<file path="config.mk">
export PLATFORM = sky130hd
export DESIGN_NAME = wb_mux_tmo
export DESIGN_NICKNAME = d
export VERILOG_FILES = /design/src/rtl/wb_mux_tmo_pkg.sv /design/src/rtl/wb_addr_decode.sv /design/src/rtl/wb_mux_tmo.sv
export SDC_FILE = /design/constraint.sdc
export NUM_CORES = 1
export LEC_CHECK = 0
export ABC_AREA = 1
export ABC_CLOCK_PERIOD_IN_PS = 2500
export BUFFER_PORTS_ARGS = -buffer_cell sky130_fd_sc_hd__buf_2
export CAP_MARGIN = 10
export CORE_AREA = 2 2 398 400
export CTS_CLUSTER_DIAMETER = 200
export CTS_CLUSTER_SIZE = 30
export DETAILED_ROUTE_END_ITERATION = 12
export DIE_AREA = 0 0 400 402
export PLACE_DENSITY_LB_ADDON = 0.25
export REMOVE_ABC_BUFFERS = 1
export SLEW_MARGIN = 30
export SYNTH_ARGS = -nofsm -noshare
export SYNTH_HDL_FRONTEND = slang
export SYNTH_SLANG_ARGS = --single-unit
</file>
<file path="constraint.sdc">
create_clock -name wb_clk_i -period 2.5 [get_ports wb_clk_i]
set_clock_uncertainty 0.05 [all_clocks]
set_input_delay 0.625 -clock wb_clk_i [delete_from_list [all_inputs] [get_ports wb_clk_i]]
set_output_delay 0.625 -clock wb_clk_i [all_outputs]
set_load 0.01 [all_outputs]
</file>
<file path="src/rtl/wb_mux_tmo_pkg.sv">
// ----------------------------------------------------------------------------
// wb_mux_tmo_pkg
// Shared types and constants for the wb_mux_tmo Wishbone interconnect and its
// address decoder.
//   state_e       : per-cycle interconnect state (IDLE/ACTIVE/DERR/TERR)
//   CTI_*         : Wishbone B4 cycle type identifier encodings
//   IDX_W         : width of a slave index (supports up to 16 slaves)
//   cti_is_burst  : true when the cycle type says another beat follows
// ----------------------------------------------------------------------------
package wb_mux_tmo_pkg;

   typedef enum logic [1:0] {
      IDLE   = 2'd0,
      ACTIVE = 2'd1,
      DERR   = 2'd2,
      TERR   = 2'd3
   } state_e;

   localparam logic [2:0] CTI_CLASSIC = 3'b000;
   localparam logic [2:0] CTI_CONST   = 3'b001;
   localparam logic [2:0] CTI_INCR    = 3'b010;
   localparam logic [2:0] CTI_EOB     = 3'b111;

   localparam int IDX_W = 4;

   // A terminated beat keeps the slave selected only for constant or
   // incrementing bursts; classic, end-of-burst and reserved codes release it.
   function automatic logic cti_is_burst(input logic [2:0] cti);
      return (cti == CTI_CONST) || (cti == CTI_INCR);
   endfunction

endpackage

</file>
<file path="src/rtl/wb_addr_decode.sv">
// ----------------------------------------------------------------------------
// wb_addr_decode
// Combinational priority address match against a table of base/mask pairs.
// Slave i matches when (adr & MASK_i) == (ADDR_i & MASK_i); on overlap the
// lowest index wins.
//   adr_i : address to decode
//   hit_o : some slave matched
//   idx_o : index of the winning slave (0 when no hit)
// ----------------------------------------------------------------------------
module wb_addr_decode
   import wb_mux_tmo_pkg::*;
#(
   parameter int                       NUM_SLAVES = 8,
   parameter int                       AW         = 32,
   parameter logic [NUM_SLAVES*AW-1:0] MATCH_ADDR = '0,
   parameter logic [NUM_SLAVES*AW-1:0] MATCH_MASK = '1
)(
   input  logic [AW-1:0]    adr_i,
   output logic             hit_o,
   output logic [IDX_W-1:0] idx_o
);

   // Priority match: scanning from the highest index down lets a lower
   // matching index overwrite a higher one, so the lowest index wins.
   always_comb begin
      hit_o = 1'b0;
      idx_o = '0;
      for (int i = NUM_SLAVES - 1; i >= 0; i--) begin
         if ((adr_i & MATCH_MASK[i*AW +: AW]) ==
             (MATCH_ADDR[i*AW +: AW] & MATCH_MASK[i*AW +: AW])) begin
            hit_o = 1'b1;
            idx_o = IDX_W'(i);
         end else begin
            hit_o = hit_o;
            idx_o = idx_o;
         end
      end
   end

endmodule

</file>
<file path="src/rtl/wb_mux_tmo.sv">
// ----------------------------------------------------------------------------
// wb_mux_tmo
// Single-master, N-slave Wishbone B4 classic/burst interconnect with a
// registered address decode, bus error on unmapped addresses, a watchdog that
// terminates hung slave cycles, and a captured fault address.
//   wb_clk_i, wb_rst_n_i        : clock, asynchronous active-low reset
//   wbm_*_i / wbm_*_o           : master side (adr/dat/sel/we/cyc/stb/cti/bte
//                                 in; dat/ack/err/rty out)
//   wbs_*_o / wbs_*_i           : slave side, flattened per slave; adr/dat/
//                                 sel/we/cti/bte broadcast, cyc/stb one-hot
//   fault_o                     : one-cycle pulse on decode miss or timeout
//   fault_tmo_o                 : last fault was a timeout (0 = decode miss)
//   fault_adr_o                 : address of the last fault
// ----------------------------------------------------------------------------
module wb_mux_tmo
   import wb_mux_tmo_pkg::*;
#(
   parameter int                       NUM_SLAVES     = 8,
   parameter int                       AW             = 32,
   parameter int                       DW             = 32,
   parameter logic [NUM_SLAVES*AW-1:0] MATCH_ADDR     = '0,
   parameter logic [NUM_SLAVES*AW-1:0] MATCH_MASK     = '1,
   parameter int                       TIMEOUT_CYCLES = 255,
   parameter int                       CNT_W          = 8
)(
   input  logic                          wb_clk_i,
   input  logic                          wb_rst_n_i,
   input  logic [AW-1:0]                 wbm_adr_i,
   input  logic [DW-1:0]                 wbm_dat_i,
   input  logic [DW/8-1:0]               wbm_sel_i,
   input  logic                          wbm_we_i,
   input  logic                          wbm_cyc_i,
   input  logic                          wbm_stb_i,
   input  logic [2:0]                    wbm_cti_i,
   input  logic [1:0]                    wbm_bte_i,
   output logic [DW-1:0]                 wbm_dat_o,
   output logic                          wbm_ack_o,
   output logic                          wbm_err_o,
   output logic                          wbm_rty_o,
   output logic [NUM_SLAVES*AW-1:0]      wbs_adr_o,
   output logic [NUM_SLAVES*DW-1:0]      wbs_dat_o,
   output logic [NUM_SLAVES*(DW/8)-1:0]  wbs_sel_o,
   output logic [NUM_SLAVES-1:0]         wbs_we_o,
   output logic [NUM_SLAVES-1:0]         wbs_cyc_o,
   output logic [NUM_SLAVES-1:0]         wbs_stb_o,
   output logic [NUM_SLAVES*3-1:0]       wbs_cti_o,
   output logic [NUM_SLAVES*2-1:0]       wbs_bte_o,
   input  logic [NUM_SLAVES*DW-1:0]      wbs_dat_i,
   input  logic [NUM_SLAVES-1:0]         wbs_ack_i,
   input  logic [NUM_SLAVES-1:0]         wbs_err_i,
   input  logic [NUM_SLAVES-1:0]         wbs_rty_i,
   output logic                          fault_o,
   output logic                          fault_tmo_o,
   output logic [AW-1:0]                 fault_adr_o
);

   state_e             state_q, state_d;
   logic [IDX_W-1:0]   sel_q, sel_d;
   logic [CNT_W-1:0]   wdog_q, wdog_d;
   logic               fault_tmo_q, fault_tmo_d;
   logic [AW-1:0]      fault_adr_q, fault_adr_d;

   logic               dec_hit;
   logic [IDX_W-1:0]   dec_idx;
   logic [NUM_SLAVES-1:0] sel_oh;
   logic [DW-1:0]      sel_dat;
   logic               term;
   logic [CNT_W-1:0]   wdog_inc;
   logic               wdog_expired;

   wb_addr_decode #(
      .NUM_SLAVES (NUM_SLAVES),
      .AW         (AW),
      .MATCH_ADDR (MATCH_ADDR),
      .MATCH_MASK (MATCH_MASK)
   ) u_decode (
      .adr_i (wbm_adr_i),
      .hit_o (dec_hit),
      .idx_o (dec_idx)
   );

   // Non-strobe signals go to every slave; only cyc/stb select one.
   assign wbs_adr_o = {NUM_SLAVES{wbm_adr_i}};
   assign wbs_dat_o = {NUM_SLAVES{wbm_dat_i}};
   assign wbs_sel_o = {NUM_SLAVES{wbm_sel_i}};
   assign wbs_we_o  = {NUM_SLAVES{wbm_we_i}};
   assign wbs_cti_o = {NUM_SLAVES{wbm_cti_i}};
   assign wbs_bte_o = {NUM_SLAVES{wbm_bte_i}};

   assign fault_tmo_o = fault_tmo_q;
   assign fault_adr_o = fault_adr_q;

   // One-hot of the registered selection and the matching read-data lane.
   always_comb begin
      sel_oh  = '0;
      sel_dat = '0;
      for (int i = 0; i < NUM_SLAVES; i++) begin
         if (sel_q == IDX_W'(i)) begin
            sel_oh[i] = 1'b1;
            sel_dat   = wbs_dat_i[i*DW +: DW];
         end else begin
            sel_oh[i] = 1'b0;
         end
      end
   end

   assign term = |((wbs_ack_i | wbs_err_i | wbs_rty_i) & sel_oh);

   // Saturating increment; the watchdog fires on the cycle the count would
   // reach the limit, i.e. after TIMEOUT_CYCLES unterminated ACTIVE cycles.
   assign wdog_inc     = (&wdog_q) ? wdog_q : (wdog_q + {{(CNT_W-1){1'b0}}, 1'b1});
   assign wdog_expired = (TIMEOUT_CYCLES != 0) && (wdog_inc == CNT_W'(TIMEOUT_CYCLES));

   // State, selection, watchdog and fault capture registers.
   always_ff @(posedge wb_clk_i or negedge wb_rst_n_i) begin
      if (!wb_rst_n_i) begin
         state_q     <= IDLE;
         sel_q       <= '0;
         wdog_q      <= '0;
         fault_tmo_q <= 1'b0;
         fault_adr_q <= '0;
      end else begin
         state_q     <= state_d;
         sel_q       <= sel_d;
         wdog_q      <= wdog_d;
         fault_tmo_q <= fault_tmo_d;
         fault_adr_q <= fault_adr_d;
      end
   end

   // Next-state logic.
   always_comb begin
      state_d     = state_q;
      sel_d       = sel_q;
      wdog_d      = wdog_q;
      fault_tmo_d = fault_tmo_q;
      fault_adr_d = fault_adr_q;
      case (state_q)
         IDLE: begin
            wdog_d = '0;
            if (wbm_cyc_i && wbm_stb_i) begin
               sel_d   = dec_idx;
               state_d = dec_hit ? ACTIVE : DERR;
            end else begin
               state_d = IDLE;
            end
         end
         ACTIVE: begin
            if (!wbm_cyc_i) begin
               // Master abort: release the slave, no fault.
               state_d = IDLE;
               wdog_d  = '0;
            end else if (term) begin
               wdog_d  = '0;
               state_d = cti_is_burst(wbm_cti_i) ? ACTIVE : IDLE;
            end else if (wbm_stb_i) begin
               wdog_d  = wdog_inc;
               state_d = wdog_expired ? TERR : ACTIVE;
            end else begin
               state_d = ACTIVE;
            end
         end
         DERR: begin
            state_d     = IDLE;
            wdog_d      = '0;
            fault_tmo_d = 1'b0;
            fault_adr_d = wbm_adr_i;
         end
         TERR: begin
            state_d     = IDLE;
            wdog_d      = '0;
            fault_tmo_d = 1'b1;
            fault_adr_d = wbm_adr_i;
         end
         default: begin
            state_d = IDLE;
            wdog_d  = '0;
         end
      endcase
   end

   // Output decode. Responses are gated by the master's cyc so an aborted
   // cycle never leaks a late slave termination back to the master.
   always_comb begin
      wbs_cyc_o = '0;
      wbs_stb_o = '0;
      wbm_ack_o = 1'b0;
      wbm_err_o = 1'b0;
      wbm_rty_o = 1'b0;
      wbm_dat_o = '0;
      fault_o   = 1'b0;
      case (state_q)
         ACTIVE: begin
            wbs_cyc_o = sel_oh & {NUM_SLAVES{wbm_cyc_i}};
            wbs_stb_o = sel_oh & {NUM_SLAVES{wbm_cyc_i & wbm_stb_i}};
            wbm_ack_o = wbm_cyc_i & (|(wbs_ack_i & sel_oh));
            wbm_err_o = wbm_cyc_i & (|(wbs_err_i & sel_oh));
            wbm_rty_o = wbm_cyc_i & (|(wbs_rty_i & sel_oh));
            wbm_dat_o = sel_dat;
         end
         DERR, TERR: begin
            wbm_err_o = 1'b1;
            fault_o   = 1'b1;
         end
         default: begin
            wbm_dat_o = '0;
         end
      endcase
   end

endmodule
</file>
==> metrics.txt, run 1 <==
status=complete, no violations; GR Overflow Total=0; First DRT Iteration DRCs=218; Final Cell Area=7450 um^2; final net count=1171; GR Util All Layers=7.38%; RSZ-0062 raised after global routing=no; vias per cell=1.71; area delta synth->final=8.40%; count of cell types in the netlist=23; post-synth top area share=66.2%; Non-Filler Instances=2893; initial antenna violation count=22; clock latency on the worst-skew pair=0.33 ns; CTS tree=yes; placement row count=146; Tot Pwr=about 2500 uW; CP Capture Type=output port; Max FO, Critical Path=35; HP Class=primary input to asynchronous set/reset pin; largest net degree at the start of global routing=36; EDFF count, synth=0; slowest cell delay on critical path=between 0.4 and 0.5 ns; DP Worst Slack=0.116 ns; crit path launch=state_q[1]$_DFF_PN0_; vias in the first global route=4138; fin worst setup slack=0.195 ns; leading post-synthesis cells by cell area=buf_4, dfrtp_1, nand2_1, nor2_1, inv_1; Routed Antenna Nets=0; setup_tns=0 ns; power density cells=336 nW/um^2; Ys Warns=0; Mapped Area=approximately 7000 um^2; Final Hold Fails=0; share of cells above drive strength 1=58.1%; wire per inst=around 22 um; RD Place Congestion=0.679; kind of critical path=flop to output port; final wirelength=~62000 um; hpwl dp=between 50000 and 60000 um; max-slew violations=0; initial core utilization=4.37%; WP data arrival=1.63 ns; Seq/Total Area, Yosys=between 15 and 20%; Peak VDD IR=~0.23 mV; actual slew at the worst max-slew pin=roughly 0.67 ns; CP cell instances=buf_4 -> clkinv_4 -> nand4_1 -> inv_1 -> buf_2; Max Cap Viol=0; period utilization=between 90 and 100%; register bit count reported by yosys=43; io pins=1035; leak pwr=about 0.0033 uW; Rel. slew slack=55.7%; worst path bufs/invs=4; Startpoint Class=flop; core area=157000 um^2; Post-Place Cells=2876; DRC=0; DR vias=4934; CP delay by family, top=buffers and inverters; most frequent cells after synthesis=buf_4, nand2_1, nor2_1, inv_1, dfrtp_1; # fillers=18.7k; global-route wire length before repair=70400 um; FMAX=434 MHz; htree depth=2; Worst R2R Start=state_q[1]$_DFF_PN0_; post-synth top area cell=buf_4; fin crit period=2.31 ns; Die Wd=400 um; Avg Cell Area, Syn=7.19 um^2; clock transition at the registers of the reported paths=around 0.080 ns; root buf cell=clkbuf_16; Sink Count=43; ys flop type=dfrtp_1; Buffers on Ports=between 400 and 500; die area=161000 um^2; Num CTS Buffers=5; First-pass DRT Iterations=4; dpl cell area=7270 um^2; final setup violation count=0; ys async rst share=100%; Crit path required time=1.82 ns; Syn Inst Count=approximately 960; chip height=402 um; most common cell in the netlist=buf_4; highest-delay cell along the critical path=buf_4; clk buf depth=2
-- cells in the final DEF, fill, tap and decap left out --
| master | count |
|---|---|
| nor2_1 | 65 |
| buf_4 | 33 |
| buf_12 | 1 |
| o21ai_0 | 11 |
| dfrtp_1 | 42 |
| diode_2 | 8 |
| a21boi_0 | 1 |
| o22ai_1 | 2 |
| nand3_1 | 8 |
| o21ai_1 | 1 |
| nor2_2 | 5 |
| clkbuf_1 | 2 |
| nand2_1 | 137 |
| a32o_1 | 1 |
| nor2_4 | 1 |
| inv_1 | 51 |
| or2_2 | 1 |
| dfrtp_2 | 1 |
| and3_1 | 1 |
| inv_2 | 1 |
| conb_1 | 14 |
| buf_2 | 420 |
| nand2_2 | 2 |
| nand4_1 | 4 |
| clkbuf_16 | 5 |
| clkinv_4 | 1 |
| clkinv_2 | 1 |
| ha_1 | 1 |
-- flip-flops by register name, indices dropped and copies added, names as in the netlist --
register	cells
fault_adr_o	32
fault_tmo_o	1
state_q	2
wdog_q	8
-- layer usage --
layer	GRT usage, %	part of all wire [%]	up-vias
met3	7.14	21	52
met5	2.03	0.66	-
met4	2.87	4.1	6
li1	-	-	1960
met1	6.97	33	2122
met2	10.7	41	794
-- area by class of cell --
class                      count  area (um^2)  share of cell area (%)
tap                         2072         2590                    34.8
timing repair buffer         454         2370                    31.8
sequential                    43         1080                    14.5
multi-input combinational    255         1050                    14.0
inverter                      53          204                    2.74
clock buffer                   7          133                    1.78
antenna                        8         20.0                   0.269
clock inverter                 1         5.00                  0.0672
-- timing repair --
action	in CTS	in global routing
setup endpoints to repair	2	1
hold buffers	0	0
setup buffers	0	1
gates resized for setup	5	0
-- worst paths after layout --
check | endpoint | slack (ns) | depth (start not counted)
max | wbs_stb_o[0] | 0.19 | 5
min | fault_adr_o[19]$_DFFE_PN0P_ | 0.22 | 1
max reg2reg | wdog_q[2]$_DFFE_PN0P_ | 0.78 | 6
min reg2reg | fault_adr_o[18]$_DFFE_PN0P_ | 0.42 | 2
max in group asynchronous | fault_adr_o[4]$_DFFE_PN0P_ | 1.52 | 2
min in group wb_clk_i | fault_adr_o[18]$_DFFE_PN0P_ | 0.42 | 2
-- where the power goes --
part           internal (uW)  total (uW)  switching [uW]
clock network            375         779             405
logic                    315         902             587
registers                776         819            43.1
-- cells by family after synthesis --
kind of cell	count (synthesis)	synth area share, %
and+or+nand+nor	224	12.9
adders and majority gates	1	0.182
DFF	43	15.7
AOI/OAI and AO/OA	16	1.31
buffers and inverters	670	69.9
other	1	0.0546
-- through the flow --
| stage | hold slack (ns) | util, % |
|---|---|---|
| after detailed placement | 0.403 | 4.63 |
| after CTS | 0.215 | 4.72 |
| final | 0.222 | 4.74 |
| after global placement | 0.404 | 4.63 |
| after global routing | 0.227 | 4.73 |
| after floorplan | 0.279 | - |
Note: power is estimated with default switching activity, not from simulation.
==> run 2: changes to the inputs <==
- MAX_ROUTING_LAYER: unset -> met4
==> run 2 against run 1 <==
  * Largest cell class unchanged
  * Cell count is the same
  * Combinational power is essentially flat
  * Critical path type unchanged
  * Maximum frequency shrank 0.57%
  * First-iteration DRC count grew 3.7%
  * Design area is the same
  * Global-route usage grew 0.23 points
==> metrics.txt, run 2 (synthesis results as in run 1) <==
vias in the first global route=around 4.1k; clock latency on the worst-skew pair=~0.33 ns; placement row count=about 150; leak pwr=0.00329 uW; RSZ-0062 raised after global routing=no; First-pass DRT Iterations=4; Tot Pwr=approximately 2500 uW; Max FO, Critical Path=35; met3 usage=about 7.3%; RD Place Congestion=0.687; CTS tree=yes; initial antenna violation count=20; Non-Filler Instances=2893; WP data arrival=approximately 1.6 ns; fin worst setup slack=0.182 ns; clock transition at the registers of the reported paths=about 0.1 ns; core area=~160000 um^2; chip height=402 um; power density cells=336 nW/um^2; Worst R2R Setup Slack=0.77 ns; status=complete, no violations; period utilization=just over 90%; met2 Use GR=10.7%; final net count=around 1.2k; CP Capture Type=output port; max-slew violations=0; actual slew at the worst max-slew pin=0.682 ns; global-route wire length before repair=70600 um; io pins=1035; Rel. slew slack=~55%; final wirelength=62400 um; most used cells in the layout excluding fill and tap cells=buf_2, nand2_1, nor2_1, inv_1, dfrtp_1; hpwl dp=52100 um; Num CTS Buffers=5; final setup violation count=0; hold_buf cts=0; wire per inst=21.6 um; Global Route met1 Usage=7.07%; HP Class=primary input to asynchronous set/reset pin; First DRT Iteration DRCs=226; GR Overflow Total=0; area delta synth->final=8.40%; root buf cell=clkbuf_16; commonest non-fill, non-tap cell in the layout=buf_2; slowest cell delay on critical path=between 0.4 and 0.5 ns; kind of critical path=flop to output port; Final Util=4.74%; Startpoint Class=flop; htree depth=2; Peak VDD IR=around 0.23 mV; CP cell instances=buf_4 -> clkinv_4 -> nand4_1 -> inv_1 -> buf_2; Routed Antenna Nets=0; GR Util All Layers=under 10%; max FFs per register=32; DR vias=4893; Final Hold Fails=0; largest net degree at the start of global routing=36; fin crit period=2.32 ns; clk buf depth=2; DRC=0; setup_tns=0 ns; die area=161000 um^2; highest-delay cell along the critical path=buf_4; Max Cap Viol=0; gr busiest metal=met2; Buffers on Ports=424; Sink Count=43; share of cells above drive strength 1=58.1%; Crit path required time=1.82 ns; Post-Place Cells=roughly 2.9k; FMAX=431 MHz; vias per cell=1.69; Die Wd=400 um; initial core utilization=4.37%; DP Worst Slack=0.116 ns
==> run 2: cell counts in the layout (fill, tap and decap cells not counted) <==
Identical to the previous run, type by type.
==> run 2: layout make-up <==
type	count	area [um^2]
Tap cell	2072	2590
Multi-Input combinational cell	255	1050
Clock inverter	1	5.00
Timing Repair Buffer	454	2370
Antenna cell	8	20.0
Fill cell	18726	150000
Clock buffer	7	133
Inverter	53	204
Sequential cell	43	1080
==> run 2: final timing paths <==
kind,startpoint,to,cells after the start
max,state_q[1]$_DFF_PN0_,wbs_stb_o[0],5
min,wb_rst_n_i,fault_adr_o[13]$_DFFE_PN0P_,1
max reg2reg,state_q[1]$_DFF_PN0_,wdog_q[2]$_DFFE_PN0P_,6
min reg2reg,fault_adr_o[18]$_DFFE_PN0P_,fault_adr_o[18]$_DFFE_PN0P_,2
max in group asynchronous,wb_rst_n_i,fault_adr_o[4]$_DFFE_PN0P_,2
min in group wb_clk_i,fault_adr_o[18]$_DFFE_PN0P_,fault_adr_o[18]$_DFFE_PN0P_,2
==> run 2: critical path, delay by kind of cell (launching register included) <==
| family | cells | cell delay [ns] |
|---|---|---|
| flops | 1 | 0.38 |
| simple gates | 1 | 0.14 |
| buf+inv | 4 | 0.81 |
==> run 2: metal layers <==
metal	routed length, um	vias to the layer above
li1	-	1956
met1	20800	2105
met2	25100	784
met3	13700	48
met4	2820	0
met5	0	-
==> run 2: what timing repair did <==
item,4_1_cts,5_1_grt
setup buffers,0,1
endpoints found under the setup margin,2,2
cloned,0,0
hold endpoints to repair,0,0
resized for setup,5,0
==> run 2: power by group <==
part           internal [uW]  leakage [uW]  total [uW]  switching (uW)
Clock                    374     0.0000679         776             402
Sequential               776      0.000544         820            43.2
Combinational            315       0.00268         903             587
Total                   1470       0.00329        2500            1030
==> run 2: stage by stage <==
stage / hold WS, ns / area [um^2]
2_1_floorplan: 0.279 / 2320
3_3_place_gp: 0.404 / 7270
3_5_place_dp: 0.403 / 7270
4_1_cts: 0.215 / 7420
5_1_grt: 0.224 / 7430
6_report: 0.224 / 7450
